File: src/rtl/rv32ima_pkg.sv
// Shared types for the memory controller: access widths, FSM states and
// small decode helpers used by both the controller and the lane aligner.
package rv32ima_pkg;

    typedef enum logic [1:0] {
        BYTE = 2'b00,
        HALF = 2'b01,
        WORD = 2'b10
    } mem_width_t;

    typedef enum logic [1:0] {
        IDLE  = 2'b00,
        D_ACC = 2'b01,
        I_ACC = 2'b10,
        RESP  = 2'b11
    } memctl_state_t;

    // The unused encoding 2'b11 behaves as a full word access.
    function automatic mem_width_t decode_width(input logic [1:0] w);
        case (w)
            2'b00:   return BYTE;
            2'b01:   return HALF;
            default: return WORD;
        endcase
    endfunction

    function automatic logic is_misaligned(input mem_width_t w, input logic [1:0] lo);
        case (w)
            HALF:    return lo[0];
            WORD:    return (lo != 2'b00);
            default: return 1'b0;
        endcase
    endfunction

endpackage

File: src/rtl/mem_lane_align.sv
// Purely combinational byte-lane steering: store data replication and
// strobes toward the RAM, and right-justified zero-padded load data back.
module mem_lane_align
    import rv32ima_pkg::*;
(
    input  logic [1:0]  addr_lo,
    input  mem_width_t  width,
    input  logic [31:0] store_data,
    input  logic [31:0] rdata,
    output logic [31:0] wdata,
    output logic [3:0]  strb,
    output logic [31:0] load_data
);

    logic [31:0] shifted;

    assign shifted = rdata >> {addr_lo, 3'b000};

    always_comb begin
        wdata     = store_data;
        strb      = 4'b1111;
        load_data = shifted;
        case (width)
            BYTE: begin
                wdata     = {4{store_data[7:0]}};
                strb      = 4'b0001 << addr_lo;
                load_data = {24'h0, shifted[7:0]};
            end
            HALF: begin
                wdata     = {2{store_data[15:0]}};
                strb      = 4'b0011 << addr_lo;
                load_data = {16'h0, shifted[15:0]};
            end
            default: begin
                wdata     = store_data;
                strb      = 4'b1111;
                load_data = shifted;
            end
        endcase
    end

endmodule

File: src/rtl/mem_controller.sv
// Arbitrates one instruction port and one data port onto a single-word RAM
// port; data wins ties, misaligned data accesses complete without RAM access.
module mem_controller
    import rv32ima_pkg::*;
#(
    parameter int ADDR_W = 32
) (
    input  logic              clk,
    input  logic              nrst,
    input  logic              imem_ren,
    input  logic [ADDR_W-1:0] imem_addr,
    output logic [31:0]       imem_load,
    output logic              ihit,
    input  logic              dmem_ren,
    input  logic              dmem_wen,
    input  logic [ADDR_W-1:0] dmem_addr,
    input  logic [1:0]        dmem_width,
    input  logic [31:0]       dmem_store,
    output logic [31:0]       dmem_load,
    output logic              dhit,
    output logic              dmem_misalign,
    output logic              ram_req,
    output logic              ram_wen,
    output logic [ADDR_W-1:0] ram_addr,
    output logic [3:0]        ram_strb,
    output logic [31:0]       ram_wdata,
    input  logic [31:0]       ram_rdata,
    input  logic              ram_ack
);

    memctl_state_t     state_q, state_d;
    logic [ADDR_W-1:0] addr_q, addr_d;
    mem_width_t        width_q, width_d;
    logic [31:0]       store_q, store_d;
    logic              wr_q, wr_d;
    logic              is_data_q, is_data_d;
    logic              misalign_q, misalign_d;
    logic [31:0]       resp_q, resp_d;

    logic [1:0]        lane_lo;
    logic [31:0]       al_wdata;
    logic [3:0]        al_strb;
    logic [31:0]       al_load;
    mem_width_t        req_width;

    // Fetches are always aligned word reads regardless of the low address bits.
    assign lane_lo   = is_data_q ? addr_q[1:0] : 2'b00;
    assign req_width = decode_width(dmem_width);

    mem_lane_align u_align (
        .addr_lo    (lane_lo),
        .width      (width_q),
        .store_data (store_q),
        .rdata      (ram_rdata),
        .wdata      (al_wdata),
        .strb       (al_strb),
        .load_data  (al_load)
    );

    always_ff @(posedge clk or negedge nrst) begin
        if (!nrst) begin
            state_q    <= IDLE;
            addr_q     <= '0;
            width_q    <= WORD;
            store_q    <= '0;
            wr_q       <= 1'b0;
            is_data_q  <= 1'b0;
            misalign_q <= 1'b0;
            resp_q     <= '0;
        end else begin
            state_q    <= state_d;
            addr_q     <= addr_d;
            width_q    <= width_d;
            store_q    <= store_d;
            wr_q       <= wr_d;
            is_data_q  <= is_data_d;
            misalign_q <= misalign_d;
            resp_q     <= resp_d;
        end
    end

    always_comb begin
        state_d    = state_q;
        addr_d     = addr_q;
        width_d    = width_q;
        store_d    = store_q;
        wr_d       = wr_q;
        is_data_d  = is_data_q;
        misalign_d = misalign_q;
        resp_d     = resp_q;
        case (state_q)
            IDLE: begin
                if (dmem_ren || dmem_wen) begin
                    addr_d    = dmem_addr;
                    width_d   = req_width;
                    store_d   = dmem_store;
                    wr_d      = dmem_wen;
                    is_data_d = 1'b1;
                    if (is_misaligned(req_width, dmem_addr[1:0])) begin
                        misalign_d = 1'b1;
                        resp_d     = '0;
                        state_d    = RESP;
                    end else begin
                        misalign_d = 1'b0;
                        state_d    = D_ACC;
                    end
                end else if (imem_ren) begin
                    addr_d     = imem_addr;
                    width_d    = WORD;
                    wr_d       = 1'b0;
                    is_data_d  = 1'b0;
                    misalign_d = 1'b0;
                    state_d    = I_ACC;
                end
            end
            D_ACC, I_ACC: begin
                if (ram_ack) begin
                    resp_d  = wr_q ? 32'h0 : al_load;
                    state_d = RESP;
                end
            end
            default: state_d = IDLE;
        endcase
    end

    assign ram_req       = (state_q == D_ACC) || (state_q == I_ACC);
    assign ram_wen       = ram_req && wr_q;
    assign ram_addr      = {addr_q[ADDR_W-1:2], 2'b00};
    assign ram_strb      = ram_wen ? al_strb : 4'b0000;
    assign ram_wdata     = ram_wen ? al_wdata : 32'h0;
    assign ihit          = (state_q == RESP) && !is_data_q;
    assign dhit          = (state_q == RESP) && is_data_q;
    assign dmem_misalign = dhit && misalign_q;
    assign imem_load     = ihit ? resp_q : 32'h0;
    assign dmem_load     = dhit ? resp_q : 32'h0;

endmodule

File: config.mk
export PLATFORM = sky130hd
export DESIGN_NAME = mem_controller
export DESIGN_NICKNAME = d
export VERILOG_FILES = /design/src/rtl/rv32ima_pkg.sv /design/src/rtl/mem_lane_align.sv /design/src/rtl/mem_controller.sv
export SDC_FILE = /design/constraint.sdc
export NUM_CORES = 1
export LEC_CHECK = 0
export ABC_CLOCK_PERIOD_IN_PS = 4350
export BUFFER_PORTS_ARGS = -buffer_cell sky130_fd_sc_hd__buf_2
export CAP_MARGIN = 20
export CORE_MARGIN = 5
export CORE_UTILIZATION = 25
export DETAILED_ROUTE_END_ITERATION = 8
export PLACE_DENSITY = 0.54
export SETUP_SLACK_MARGIN = 0.02
export SYNTH_ARGS = -nofsm -noshare
export SYNTH_HDL_FRONTEND = slang
export SYNTH_SLANG_ARGS = --single-unit
File: constraint.sdc
create_clock -name clk -period 4.35 [get_ports clk]
set_clock_uncertainty 0.1 [all_clocks]
set_input_delay 0.435 -clock clk [delete_from_list [all_inputs] [get_ports clk]]
set_output_delay 0.435 -clock clk [all_outputs]
set_load 0.01 [all_outputs]
# Yosys cells after proc, flatten, opt, wreduce, memory -nomap -nowiden
# Index checks and enable logic that the tools add are counted.
[classes]
n_shift = 3
n_mux = 30
n_eq_ne = 11
n_reduce_logical = 18
[ops]
columns = ["cell", "count"]
rows = [
  ["$mux W32", 9],
  ["$pmux W32 S2", 3],
  ["$shr A32 B5 Y32", 1],
  ["$mux W2", 6],
  ["$eq A2 B1 Y1 const B", 4],
  ["$pmux W2 S2", 2],
  ["$pmux W4 S2", 1],
  ["$mux W1", 7],
  ["$eq A2 B2 Y1 const B", 3],
  ["$logic_not A2 Y1", 3],
  ["$ne A2 B2 Y1 const B", 3],
  ["$reduce_and A2 Y1", 3],
  ["$reduce_bool A2 Y1", 3],
  ["$logic_and A1 B1 Y1", 4],
  ["$mux W4", 1],
  ["$reduce_and A4 Y1", 1],
  ["$shl A1 B2 Y4 const A", 1],
  ["$shl A2 B2 Y4 const A", 1],
  ["$ne A3 B3 Y1 const B", 1],
  ["$logic_or A1 B1 Y1", 2],
  ["$pmux W1 S2", 1],
  ["$reduce_or A2 Y1", 1],
  ["$logic_not A1 Y1", 1],
]
[word_totals]
elab_cells = 70
input_bits = 136
output_inout_bits = 137
ff_bits = 103

# Depth between registers and ports, before layout
[logic_depth]
depth_word = 9
depth_mapped = 8
mapped_depth_nobuf = 6

# By module
# Synthesis repeated with hierarchy kept, for this count alone.
[hier_totals]
hier_cells = 702
hier_area_um2 = 6487.5
[modules_own_cells]
columns = ["mod", "cells_each", "seq_area_each_um2", "area_each_um2", "instances"]
rows = [
  ["mem_controller", 547, 2578.7, 5288.8, 1],
  ["mem_lane_align", 155, 0.0, 1198.6, 1],
]

# Worst setup path before layout
# No wires, ideal clock.
[synth_path]
kind = "register to output"
start = "register state_q[0]"
end = "output port ram_wdata[22]"
setup_slack_ns = 2.252
t_arrival_ns = 1.563
path_stages_with_launch = 8
n_path_buf = 3
required_ns = 3.815
cell_sequence = "dfrtp_1 -> inv_1 -> ha_1 -> buf_4 -> nand2_1 -> buf_2 -> buf_1 -> nor2_1"
[synth_between]
elab_chain_len = 4
elab_cells_between_ends = 5
cone_classes = "eq/ne (2); mux (1); reduce/logical (2)"
[synth_lines]
columns = ["item", "line_no", "rtl"]
rows = [
  ["start: declaration", "mem_controller.sv:31", "memctl_state_t state_q, state_d;"],
  ["start signal: assignment", "mem_controller.sv:71", "state_q <= state_d;"],
  ["$eq A2 B1 Y1 or $eq A2 B2 Y1 (tied branches)", "mem_controller.sv:126", "assign ram_req = (state_q == D_ACC) || (state_q == I_ACC);"],
  ["$logic_or A1 B1 Y1 *", "mem_controller.sv:126", ""],
  ["via ram_req", "mem_controller.sv:22", "output logic ram_req,"],
  ["$logic_and A1 B1 Y1 *", "mem_controller.sv:127", "assign ram_wen = ram_req && wr_q;"],
  ["$mux W32 *", "mem_controller.sv:130", "assign ram_wdata = ram_wen ? al_wdata : 32'h0;"],
  ["end: declaration", "mem_controller.sv:26", "output logic [31:0] ram_wdata,"],
]
# The timed path passes the listed nets; every way through them passes the cells marked *.

# Worst setup path after layout
[layout_path]
start = "register state_q[0]"
end = "output port ram_wdata[12]"
[layout_between]
elab_chain_len = 4
elab_cells_between_ends = 5
cone_classes = "eq/ne (2); mux (1); reduce/logical (2)"
[layout_lines]
columns = ["item", "line_no"]
rows = [
  ["$eq A2 B1 Y1 or $eq A2 B2 Y1 (tied branches)", "mem_controller.sv:126"],
  ["$logic_or A1 B1 Y1 *", "mem_controller.sv:126"],
  ["$logic_and A1 B1 Y1 *", "mem_controller.sv:127"],
  ["$mux W32 *", "mem_controller.sv:130"],
]
# Mark *: on every way between the ends. The rest lies on a longest branch, timed or not.

==> flow_metrics.py <==
metrics = {
    "status": {
        "status": "complete, no violations",
    },
    "cts": {
        "clockBufferDepth": 2,
        "post_cts_buffers": 0,
        "cts-root-buf": "clkbuf_16",
        "ctsResizeCount": 0,
        "htree_levels": 3,
        "cts-buffers-inserted": 9,
        "cts_hold_buf": 0,
        "cts_sinks": 103,
        "cts_tree": "built",
        "clock_latency_ns": 0.36,
        "clkTransAtPathRegs_ns": 0.08,
    },
    "worst_setup_path": {
        "reg2reg_slack_ns": 1.78,
        "crit_path_end_kind": "output pin",
        "critPathArrivalTime_ns": 2.60,
        "critPathLaunchType": "flop",
        "worstPathMaxFanout": 29,
        "required_ns": 3.82,
        "worst-setup-path-type": "flop to output pin",
    },
    "synthesis": {
        "yosys_register_bits": 103,
        "avgSynthCellArea_um2": 9.562,
        "synth_area_um2": 6282,
        "seq_area_frac_synth": 0.4105,
        "yosysTopAreaCell": "dfrtp_1",
        "ys_types": 40,
        "yosys_warnings": 0,
        "async_reset_ff_frac": 1.000,
        "post-synth-top-area-fraction": 0.4063,
        "ys.flop_type": "dfrtp_1",
        "synth.area.top_cells": "dfrtp_1 (41%), mux2i_1 (10%), mux2_2 (6.1%)",
        "synth-edff-count": 0,
        "synthCells": 657,
    },
    "global_route": {
        "grt_start_max_net_pins": 62,
        "antenna_found_initial": 4,
        "grt_pass1_wl_mm": 32.33,
        "grt_pass1_vias": 5504,
        "grt-ovfl-total": 0,
        "grt.total_usage": 0.1442,
    },
    "pwr": {
        "ir_drop_mv": 0.2909,
        "p_leak_nw": 4.216,
        "powerDensity_nw_per_um2": 695.6,
    },
    "hold_path": {
        "hold_class": "primary input to asynchronous set/reset pin",
    },
    "floorplan": {
        "die_y_um": 168.5,
        "die_x_um": 168.5,
        "core_area_um2": 24960,
        "rows": 58,
        "boundaryPins": 273,
        "die_area_um2": 28400,
        "start_util": 0.2517,
    },
    "routing": {
        "wire_per_inst_um": 17.39,
        "first_iter_violations": 242,
        "vias_per_cell": 4.556,
        "first_pass_iters": 6,
        "wl_mm": 21.00,
        "ant_nets": 0,
        "drc": 0,
        "dr_total_vias": 5504,
    },
    "sta": {
        "post-route-min-period_ns": 3.138,
        "worst_pin_slew_ns": 0.9871,
        "max_freq_mhz": 318.7,
        "rsz0062_at_grt": "false",
        "setup_viol": 0,
        "slew_viol_final": 0,
        "slew_headroom": 0.3404,
        "tns_ns": 0,
        "fin_ws_ns": 1.212,
        "hold_viol": 0,
        "fin_crit_sh": 0.7214,
    },
    "final_layout": {
        "syn_to_final_growth_pct": 27.29,
        "num-nets-final": 1008,
        "register_area_um2": 2579,
        "fillers": 2663,
        "multiInputGateArea_um2": 3176,
        "drive_gt1_frac": 0.4108,
    },
    "job": {
        "cap_violations": 0,
    },
    "place": {
        "routabilityCongestion": 0.7652,
        "post-dp-hpwl_mm": 15.91,
        "dp_slack_ns": 1.543,
        "port_buffers": 270,
    },
}
[cells in the mapped netlist (3+ instances only)]
cell type	count
o21ai_0	52
nor2b_1	4
mux2_4	18
a2111oi_0	8
mux2_2	34
inv_1	14
and2_1	35
mux2_1	4
mux2i_1	64
ha_1	3
nand2_1	75
clkbuf_1	21
dfrtp_1	102
buf_4	40
buf_2	15
buf_1	3
buf_6	3
and3_1	42
a221oi_1	8
a21oi_1	38
o21ai_1	3
o22ai_1	16
nor2_1	38
[placed cells by master (no fill, tap or decap), types with 14 or more instances in the layout]
master,n
and3_1,42
mux2i_1,64
buf_2,269
nor2_1,38
mux2_2,34
nand2_1,75
dfrtp_1,102
inv_1,14
o22ai_1,16
a21oi_1,38
mux2_4,18
o21ai_0,52
and2_1,35
[per-layer routing]
| metal | GRT usage | part of all wire | up-vias |
|---|---|---|---|
| li1 | - | - | 2680 |
| met1 | 0.1894 | 0.44 | 2565 |
| met2 | 0.2317 | 0.46 | 233 |
| met3 | 0.04694 | 0.089 | 22 |
| met4 | 0.03458 | 0.015 | 4 |
| met5 | 0 | 0.0013 | - |
[area by class of cell]
type / instances / area share
Clock buffer: 9 / 0.02816
Multi-Input combinational cell: 458 / 0.3971
Timing Repair Buffer: 282 / 0.1815
Sequential cell: 103 / 0.3225
Antenna cell: 4 / 0.001252
Clock inverter: 7 / 0.01080
Inverter: 15 / 0.007041
Tap cell: 330 / 0.05164
[worst max-delay path: stages, from the launching register on]
cell,delay [ns]
dfrtp_1,0.39
inv_1,0.07
ha_1,0.49
nand2_1,0.66
a21oi_1,0.44
buf_2,0.19
[sequential cells by signal, indices dropped and copies added, names as in the netlist]
name / cells
addr_q: 32
resp_q: 32
store_q: 32
state_q: 2
width_q: 2
is_data_q: 1
misalign_q: 1
wr_q: 1
[through the flow]
step	instance area (um^2)	cells	total power [mW]	hold slack, ns	utilization
floorplan	6286	658	3.997	0.03941	-
global placement	7660	1187	4.738	0.3563	0.3068
detailed placement	7660	1187	4.782	0.3659	0.3068
CTS	7971	1203	5.657	0.05731	0.3193
global route	7991	1206	6.044	0.08810	0.3201
finish	7996	1208	5.562	0.02322	0.3203
[report_power, final]
| group | internal [mW] | switching [mW] |
|---|---|---|
| registers | 1.40 | 0.437 |
| logic | 1.26 | 1.61 |
| clock network | 0.414 | 0.434 |
[logic make-up after synthesis]
kind of cell,after synthesis,share of synthesized area
fa+ha+maj,3,0.005976
compound gates,133,0.1253
simple gates,200,0.1561
other cells,1,0.0005969
mux,120,0.2131
flops,103,0.4105
buf+inv,97,0.08843
[path summary, 6_finish.rpt]
path / cells after the start / startpoint / endpoint
max in group asynchronous: 2 / nrst / addr_q[9]
min in group clk: 2 / dmem_store[17] / store_q[17]
worst max register to register: 6 / state_q[0] / resp_q[12]
worst min register to register: 2 / addr_q[25] / addr_q[25]
worst max-delay path: 5 / state_q[0] / ram_wdata[12]
worst min-delay path: 1 / nrst / resp_q[13]
No activity file was read; power rests on OpenSTA's default activity.
